**src/rtl/store_buffer_pkg.sv**
```systemverilog
// Shared types for the store buffer: physical pointer, data word and queue entry.
// Also holds the little-endian byte-lane extraction used by load forwarding.
package store_buffer_pkg;

    localparam int unsigned PPTR_W = 20;
    localparam int unsigned WORD_W = 32;

    typedef logic [PPTR_W-1:0] pptr_t;
    typedef logic [WORD_W-1:0] word_t;

    typedef struct packed {
        logic  valid;
        logic  isbyte;
        pptr_t addr;
        word_t data;
    } sb_entry_t;

    function automatic word_t byte_lane(input word_t w, input logic [1:0] lane);
        word_t r;
        r = '0;
        case (lane)
            2'd0: r[7:0] = w[7:0];
            2'd1: r[7:0] = w[15:8];
            2'd2: r[7:0] = w[23:16];
            default: r[7:0] = w[31:24];
        endcase
        return r;
    endfunction

endpackage

```
**src/rtl/sb_fwd_match.sv**
```systemverilog
// Store-to-load forwarding search over the pending store queue.
// The youngest matching entry decides hit, data or conflict.
module sb_fwd_match
    import store_buffer_pkg::*;
#(
    parameter int unsigned DEPTH = 4,
    localparam int unsigned PTR_W = $clog2(DEPTH),
    localparam int unsigned CNT_W = PTR_W + 1
) (
    input  sb_entry_t        i_entries [DEPTH],
    input  logic [PTR_W-1:0] i_head,
    input  logic [CNT_W-1:0] i_count,
    input  logic             i_ld_en,
    input  pptr_t            i_ld_addr,
    input  logic             i_ld_isbyte,
    output logic             o_hit,
    output word_t            o_data,
    output logic             o_conflict
);

    logic [PTR_W-1:0] w_idx;
    logic             w_done;
    sb_entry_t        w_e;

    // k = 0 is the youngest entry (tail-1); a byte entry in a different lane
    // of the same word does not stop the search.
    always_comb begin
        o_hit      = 1'b0;
        o_data     = '0;
        o_conflict = 1'b0;
        w_idx      = '0;
        w_done     = 1'b0;
        w_e        = '0;
        if (i_ld_en) begin
            for (int unsigned k = 0; k < DEPTH; k++) begin
                w_idx = i_head + PTR_W'(i_count) - PTR_W'(k) - PTR_W'(1);
                w_e   = i_entries[w_idx];
                if (!w_done && (k < 32'(i_count)) && w_e.valid &&
                    (w_e.addr[PPTR_W-1:2] == i_ld_addr[PPTR_W-1:2])) begin
                    if (!w_e.isbyte) begin
                        o_hit  = 1'b1;
                        o_data = i_ld_isbyte ? byte_lane(w_e.data, i_ld_addr[1:0]) : w_e.data;
                        w_done = 1'b1;
                    end else if (!i_ld_isbyte) begin
                        o_conflict = 1'b1;
                        w_done     = 1'b1;
                    end else if (w_e.addr[1:0] == i_ld_addr[1:0]) begin
                        o_hit  = 1'b1;
                        o_data = {{(WORD_W-8){1'b0}}, w_e.data[7:0]};
                        w_done = 1'b1;
                    end
                end
            end
        end
    end

endmodule

```
**src/rtl/store_buffer.sv**
```systemverilog
// In-order queue of committed stores draining into the d-cache write port,
// with store-to-load forwarding for TL-stage loads.
module store_buffer
    import store_buffer_pkg::*;
#(
    parameter int unsigned DEPTH  = 4,
    parameter int unsigned ADDR_W = PPTR_W,
    parameter int unsigned DATA_W = WORD_W
) (
    input  logic                     clk,
    input  logic                     rst,
    input  logic                     store_en,
    input  logic                     store_isbyte,
    input  logic [ADDR_W-1:0]        store_addr,
    input  logic [DATA_W-1:0]        store_data,
    output logic                     full,
    output logic                     overflow,
    output logic                     drain_valid,
    input  logic                     drain_ready,
    output logic [ADDR_W-1:0]        drain_addr,
    output logic [DATA_W-1:0]        drain_data,
    output logic                     drain_isbyte,
    input  logic                     ld_en,
    input  logic [ADDR_W-1:0]        ld_addr,
    input  logic                     ld_isbyte,
    output logic                     ld_hit,
    output logic [DATA_W-1:0]        ld_data,
    output logic                     ld_conflict,
    output logic [$clog2(DEPTH):0]   count
);

    localparam int unsigned PTR_W = $clog2(DEPTH);
    localparam int unsigned CNT_W = PTR_W + 1;

    sb_entry_t        r_entries [DEPTH];
    logic [PTR_W-1:0] r_head;
    logic [PTR_W-1:0] r_tail;
    logic [CNT_W-1:0] r_count;
    logic             r_overflow;

    logic             w_push;
    logic             w_pop;
    sb_entry_t        w_head_e;
    word_t            w_store_data;

    assign w_head_e     = r_entries[r_head];
    assign full         = (r_count == CNT_W'(DEPTH));
    assign drain_valid  = (r_count != '0);
    assign drain_addr   = w_head_e.addr;
    assign drain_data   = w_head_e.data;
    assign drain_isbyte = w_head_e.isbyte;
    assign overflow     = r_overflow;
    assign count        = r_count;

    // full is taken before any same-cycle pop, so a push at DEPTH is refused.
    assign w_push       = store_en && !full;
    assign w_pop        = drain_valid && drain_ready;
    assign w_store_data = store_isbyte ? {{(DATA_W-8){1'b0}}, store_data[7:0]} : store_data;

    always_ff @(posedge clk) begin
        if (rst) begin
            for (int unsigned i = 0; i < DEPTH; i++) begin
                r_entries[i] <= '0;
            end
            r_head     <= '0;
            r_tail     <= '0;
            r_count    <= '0;
            r_overflow <= 1'b0;
        end else begin
            if (w_push) begin
                r_entries[r_tail] <= '{valid: 1'b1, isbyte: store_isbyte,
                                       addr: store_addr, data: w_store_data};
                r_tail            <= r_tail + PTR_W'(1);
            end
            if (w_pop) begin
                r_entries[r_head].valid <= 1'b0;
                r_head                  <= r_head + PTR_W'(1);
            end
            if (w_push && !w_pop) begin
                r_count <= r_count + CNT_W'(1);
            end else if (w_pop && !w_push) begin
                r_count <= r_count - CNT_W'(1);
            end
            if (store_en && full) begin
                r_overflow <= 1'b1;
            end
        end
    end

    sb_fwd_match #(
        .DEPTH(DEPTH)
    ) u_fwd (
        .i_entries  (r_entries),
        .i_head     (r_head),
        .i_count    (r_count),
        .i_ld_en    (ld_en),
        .i_ld_addr  (ld_addr),
        .i_ld_isbyte(ld_isbyte),
        .o_hit      (ld_hit),
        .o_data     (ld_data),
        .o_conflict (ld_conflict)
    );

endmodule

```
**config.mk**
```make
export PLATFORM = sky130hd
export DESIGN_NAME = store_buffer
export DESIGN_NICKNAME = d
export VERILOG_FILES = /design/src/rtl/store_buffer_pkg.sv /design/src/rtl/sb_fwd_match.sv /design/src/rtl/store_buffer.sv
export SDC_FILE = /design/constraint.sdc
export NUM_CORES = 1
export LEC_CHECK = 0
export BUFFER_PORTS_ARGS = -buffer_cell sky130_fd_sc_hd__buf_2
export CAP_MARGIN = 20
export CORE_MARGIN = 2
export CORE_UTILIZATION = 46
export DETAILED_ROUTE_END_ITERATION = 12
export HOLD_SLACK_MARGIN = 0.1
export MAX_ROUTING_LAYER = met4
export SYNTH_ARGS = -nofsm -noshare
export SYNTH_HDL_FRONTEND = slang
export SYNTH_SLANG_ARGS = --single-unit
```
**constraint.sdc**
```tcl
create_clock -name clk -period 9.9 [get_ports clk]
set_input_delay 1.98 -clock clk [delete_from_list [all_inputs] [get_ports clk]]
set_output_delay 1.98 -clock clk [all_outputs]
set_load 0.01 [all_outputs]
```
* After elaboration in Yosys (flattened, before gate mapping) *
Index checks and enable logic that the tools add are counted.

cells by class
  add/sub/neg operators = 11
  order comparisons = 12
  equal/unequal tests = 11
  multiplexer cells = 96
  bitwise logic cells = 6
  reductions and logical operators = 27

operators by type and width
  cell                                                       number
  2-to-1 mux 32 bit                                          21
  2-to-1 mux 216 bit                                         3
  binary-select mux 54 bit (select 2 bit)                    5
  2-to-1 mux 54 bit                                          10
  bitwise mux 216 bit                                        2
  demux 54 bit (select 2 bit)                                2
  2-to-1 mux 53 bit                                          2
  case mux 8 bit (3 select lines)                            4
  equality test 18 bit                                       4
  2-to-1 mux 1 bit                                           44
  greater-or-equal comparator 3 bit (second input constant)  6
  logical AND 1 bit                                          18
  inverter 2 -> 3 bit                                        6
  equality test 2 bit                                        4
  2-to-1 mux 8 bit                                           1
  subtractor 2 x 1 -> 2 bit (second input constant)          4
  zero test 1 bit                                            6
  < comparator 1 x 3 -> 1 bit (first input constant)         2
  < comparator 2 x 3 -> 1 bit (first input constant)         2
  < comparator 3 x 1 -> 1 bit (second input constant)        2
  2-to-1 mux 3 bit                                           2
  adder 2 x 1 -> 2 bit (second input constant)               2
  subtractor 2 bit (second input constant)                   2
  adder 3 x 1 -> 3 bit (second input constant)               1
  other kinds (8)                                            8

storage, ports and cells
  bits in registers = 224
  input port bits = 79
  output and inout port bits = 93
  word-level logic and storage cells = 183

* Longest topological paths before layout *
  depth after elaboration = 30
  gate-level depth with buffers = 16
  depth with buffers taken out = 11

* By module *
Synthesis repeated with hierarchy kept, for this count alone.

unflattened totals
  cells, all modules = 1871
  area, all modules = 18864.3 µm²

by module, submodules not included
  module        times used  cells each  area each (µm²)  seq. area each (µm²)
  store_buffer  1           880         10580.1          4484.3
  sb_fwd_match  1           991         8284.2           0.0

* Worst setup path after synthesis *
Ideal clock, no wire load.

  path type = input to output
  start = in ld_addr[9]
  end = out ld_data[26]
  arrival time = 4.425 ns
  required time = 7.920 ns
  path slack = 3.495 ns
  cell stages on the path = 13
  path buffers = 3
  cells stage by stage = clkbuf_1 xnor2_1 a32oi_1 a2111oi_0 a31oi_1 nor4_1 nand3_1 nor3_2 and2_1 buf_6 buf_8 a22oi_1 a21oi_1

between the ends
  cells in the longest elaborated chain, start to end = 22
  elaborated cells on any way between the ends = 43
  those cells by class = eq/ne (4); mux (26); reduce/logical (13)

ends and longest elaborated chain
  item                                                           line                text
  from (decl)                                                    store_buffer.sv:24  input logic [ADDR_W-1:0] ld_addr,
  branches (longest 20 deep; another with equality test 18 bit)  -
  2-to-1 mux 32 bit *                                            sb_fwd_match.sv:38  if (!w_done && (k < 32'(i_count)) && w_e.valid &&
  2-to-1 mux 32 bit *                                            sb_fwd_match.sv:34  if (i_ld_en) begin
  to (decl)                                                      store_buffer.sv:27  output logic [DATA_W-1:0] ld_data,

Mark *: on every way between the ends. The select of a mux whose other input is x is not followed.

* Final worst setup path *
  start = reg r_head[1]
  end = out ld_data[15]

between the ends
  cells in the longest elaborated chain, start to end = 30
  elaborated cells on any way between the ends = 79
  those cells by class = add/sub (7); eq/ne (8); mux (46); bitwise (4); reduce/logical (14)

ends and longest elaborated chain
  item                                                                line                text
  from (decl)                                                         store_buffer.sv:36  logic [PTR_W-1:0] r_head;
  from (signal assigned)                                              store_buffer.sv:77  r_head <= r_head + PTR_W'(1);
  adder 2 bit *                                                       sb_fwd_match.sv:36  w_idx = i_head + PTR_W'(i_count) - PTR_W'(k) - PTR_W'(1);
  branches (longest 27 deep; another with subtractor 2 x 1 -> 2 bit)  -
  2-to-1 mux 32 bit *                                                 sb_fwd_match.sv:38
  2-to-1 mux 32 bit *                                                 sb_fwd_match.sv:34

Marks and branches as above.

==> flow_summary.json <==
{
  "viasPerCell": 6.24,
  "syn_to_final_growth_pct": 9.23,
  "clockBufferDepth": 3,
  "nNetsFinal": 2223,
  "synth.ff_latch_count": 224,
  "antenna_found_initial": 1,
  "worst_clock_skew_ps": 7.12,
  "die_y_um": 202,
  "io_pins": 172,
  "cts_resized": 0,
  "postCtsHoldBufs": 0,
  "vdd_drop_max_v": 0.000215,
  "yosysWarnings": 0,
  "place.port_buffers": 171,
  "start_util": 0.466,
  "fin_ws_ps": 1360,
  "synth_edf_count": 0,
  "path_class": "reg2out",
  "async_flop_share": 0,
  "timing.slew.headroom": 0.269,
  "fin_cells": 2666,
  "worstMarginPinSlew_ps": 1100,
  "final_area_um2": 19700,
  "die_w_um": 202,
  "period_share": 0.862,
  "wl_per_cell_um": 24.2,
  "outcome": "finished, final reports clean",
  "drt_first_iter_violations": 1366,
  "fin_setup_tns_ps": 0,
  "finalHoldViolCount": 0,
  "cap_violations": 0,
  "yosysSeqAreaShare": 0.249,
  "endpoint_kind": "output port",
  "drc": 0,
  "ant_nets": 0,
  "final_max_slew_viol_count": 0,
  "hold_class": "reg2reg",
  "fmax_mhz": 117,
  "finalSetupViolations": 0,
  "critPathRequiredTime_ps": 7920,
  "grt_max_degree": 142,
  "p_sw_frac": 0.448,
  "drt_wl_total_mm": 64.5,
  "grt_usage": 0.318,
  "worstSkewPairLatency_ps": 580,
  "grt_overflow": 0,
  "synth_cells": 2088,
  "dpl.hpwl_mm": 44.3,
  "powerDensity_nw_per_um2": 253,
  "pwr-share-clk": 0.200,
  "cts_sinks": 224,
  "drt_first_pass_iters": 5,
  "startpoint_type": "register",
  "p_leak_nw": 7.40,
  "routabilityCongestion": 0.991,
  "syn_area_um2": 18000,
  "period_needed_ps": 8540,
  "dp_cells": 2618,
  "power_frac_comb": 0.579,
  "worstPathMaxFanout": 58,
  "die_area_um2": 40700,
  "p_int_mw": 2.75,
  "synthesis.nets": 2181,
  "first_global_vias": 16400,
  "vias": 16600,
  "numCtsBuffers": 26,
  "crit_arrival_ps": 6560,
  "seq_power_share": 0.221,
  "cts_tree": "done",
  "h-tree-depth": 1,
  "cts_root_buf": "clkbuf_16",
  "dpl_worst_slack_ps": 2110,
  "core_um2": 38600,
  "syn_area_per_cell_um2": 8.62,
  "power.switching_mw": 2.23,
  "grt_pass1_wl_mm": 98.3,
  "post_cts_buffers": 0,
  "drive_gt1_frac": 0.189,
  "placed_cell_area_um2": 18800,
  "ys.flop_type": "dfxtp_1",
  "clkTransAtPathRegs_ps": 60,
  "rsz0062_at_grt": "no",
  "ys_types": 75,
  "std_cell_rows": 72
}
-- synthesized netlist by cell type, types with 23 or more instances --
master / number / area [µm²]
inv_1: 27 / 101
buf_2: 28 / 140
dfxtp_1: 224 / 4480
a22oi_1: 29 / 218
mux4_2: 112 / 2520
o21ai_0: 36 / 180
nand2_1: 520 / 1950
nor2_1: 46 / 173
nor2b_1: 28 / 175
a21oi_1: 268 / 1340
nand3_1: 23 / 115
clkbuf_1: 105 / 394
mux2i_1: 302 / 3020
xnor2_1: 55 / 482
xor2_1: 29 / 254
-- power by group through the flow --
stage	clock (mW)	combinational, mW	sequential (mW)
after floorplan	0	2.40	1.06
after global placement	0	2.83	1.11
after detailed placement	0	2.87	1.12
after CTS	1.00	2.87	1.10
after global routing	1.04	3.06	1.11
final	0.994	2.88	1.10
-- through the flow --
step / hold WS [ps] / power [mW] / utilization
final: 465 / 4.97 / 0.509
after global routing: 501 / 5.21 / 0.509
after global placement: 445 / 3.94 / 0.486
after detailed placement: 453 / 3.98 / 0.486
after floorplan: 458 / 3.46 / -
after CTS: 470 / 4.97 / 0.508
-- worst paths after layout --
check / startpoint / endpoint / slack, ps / depth (start not counted)
worst max-delay path: r_head[1] / ld_data[15] / 1360 / 13
worst min-delay path: overflow / overflow / 460 / 2
worst max register to register: count[0] / register / 7070 / 9
worst min register to register: overflow / overflow / 460 / 2
-- cell type report --
| cell class | count | area [µm²] |
|---|---|---|
| Sequential cell | 224 | 4490 |
| Antenna cell | 1 | 2.50 |
| Clock buffer | 41 | 808 |
| Timing Repair Buffer | 196 | 1070 |
| Tap cell | 518 | 648 |
| Multi-Input combinational cell | 1654 | 12500 |
| Clock inverter | 4 | 48.8 |
| Inverter | 28 | 110 |
| Fill cell | 3684 | 19000 |
-- cell usage in the layout (no fill, tap or decap), types with 28 or more instances in the layout --
cell	count
dfxtp_1	222
xnor2_1	55
nand2_1	516
o21ai_0	35
mux2i_1	302
buf_2	170
mux4_2	112
a22oi_1	29
xor2_1	29
nor2_1	46
nor2b_1	28
a21oi_1	268
-- logic make-up after synthesis --
group | Yosys count | synth area share
buffers and inverters | 210 | 0.0600
and+or+nand+nor | 683 | 0.162
xor gates and xnor gates | 88 | 0.0453
adders and majority gates | 14 | 0.00973
AOI/OAI and AO/OA | 432 | 0.142
muxes | 437 | 0.332
DFF | 224 | 0.249
-- critical path, cell delays in order (launching register included) --
cell	delay, ps
dfxtp_2	330
buf_4	710
xnor3_4	890
xnor2_2	730
mux2i_1	290
xor2_1	90
nor4_1	520
nand3_1	380
nor3_2	260
buf_4	250
and2_1	730
a22oi_1	200
a21oi_1	350
buf_2	200
-- metal layers --
| layer | global-route usage | part of all wire | vias to the layer above |
|---|---|---|---|
| li1 | - | - | 7602 |
| met1 | 0.399 | 0.41 | 8198 |
| met2 | 0.530 | 0.49 | 672 |
| met3 | 0.0343 | 0.057 | 158 |
| met4 | 0.121 | 0.040 | 0 |
| met5 | - | 0 | - |
(Power assumes the default switching activity.)
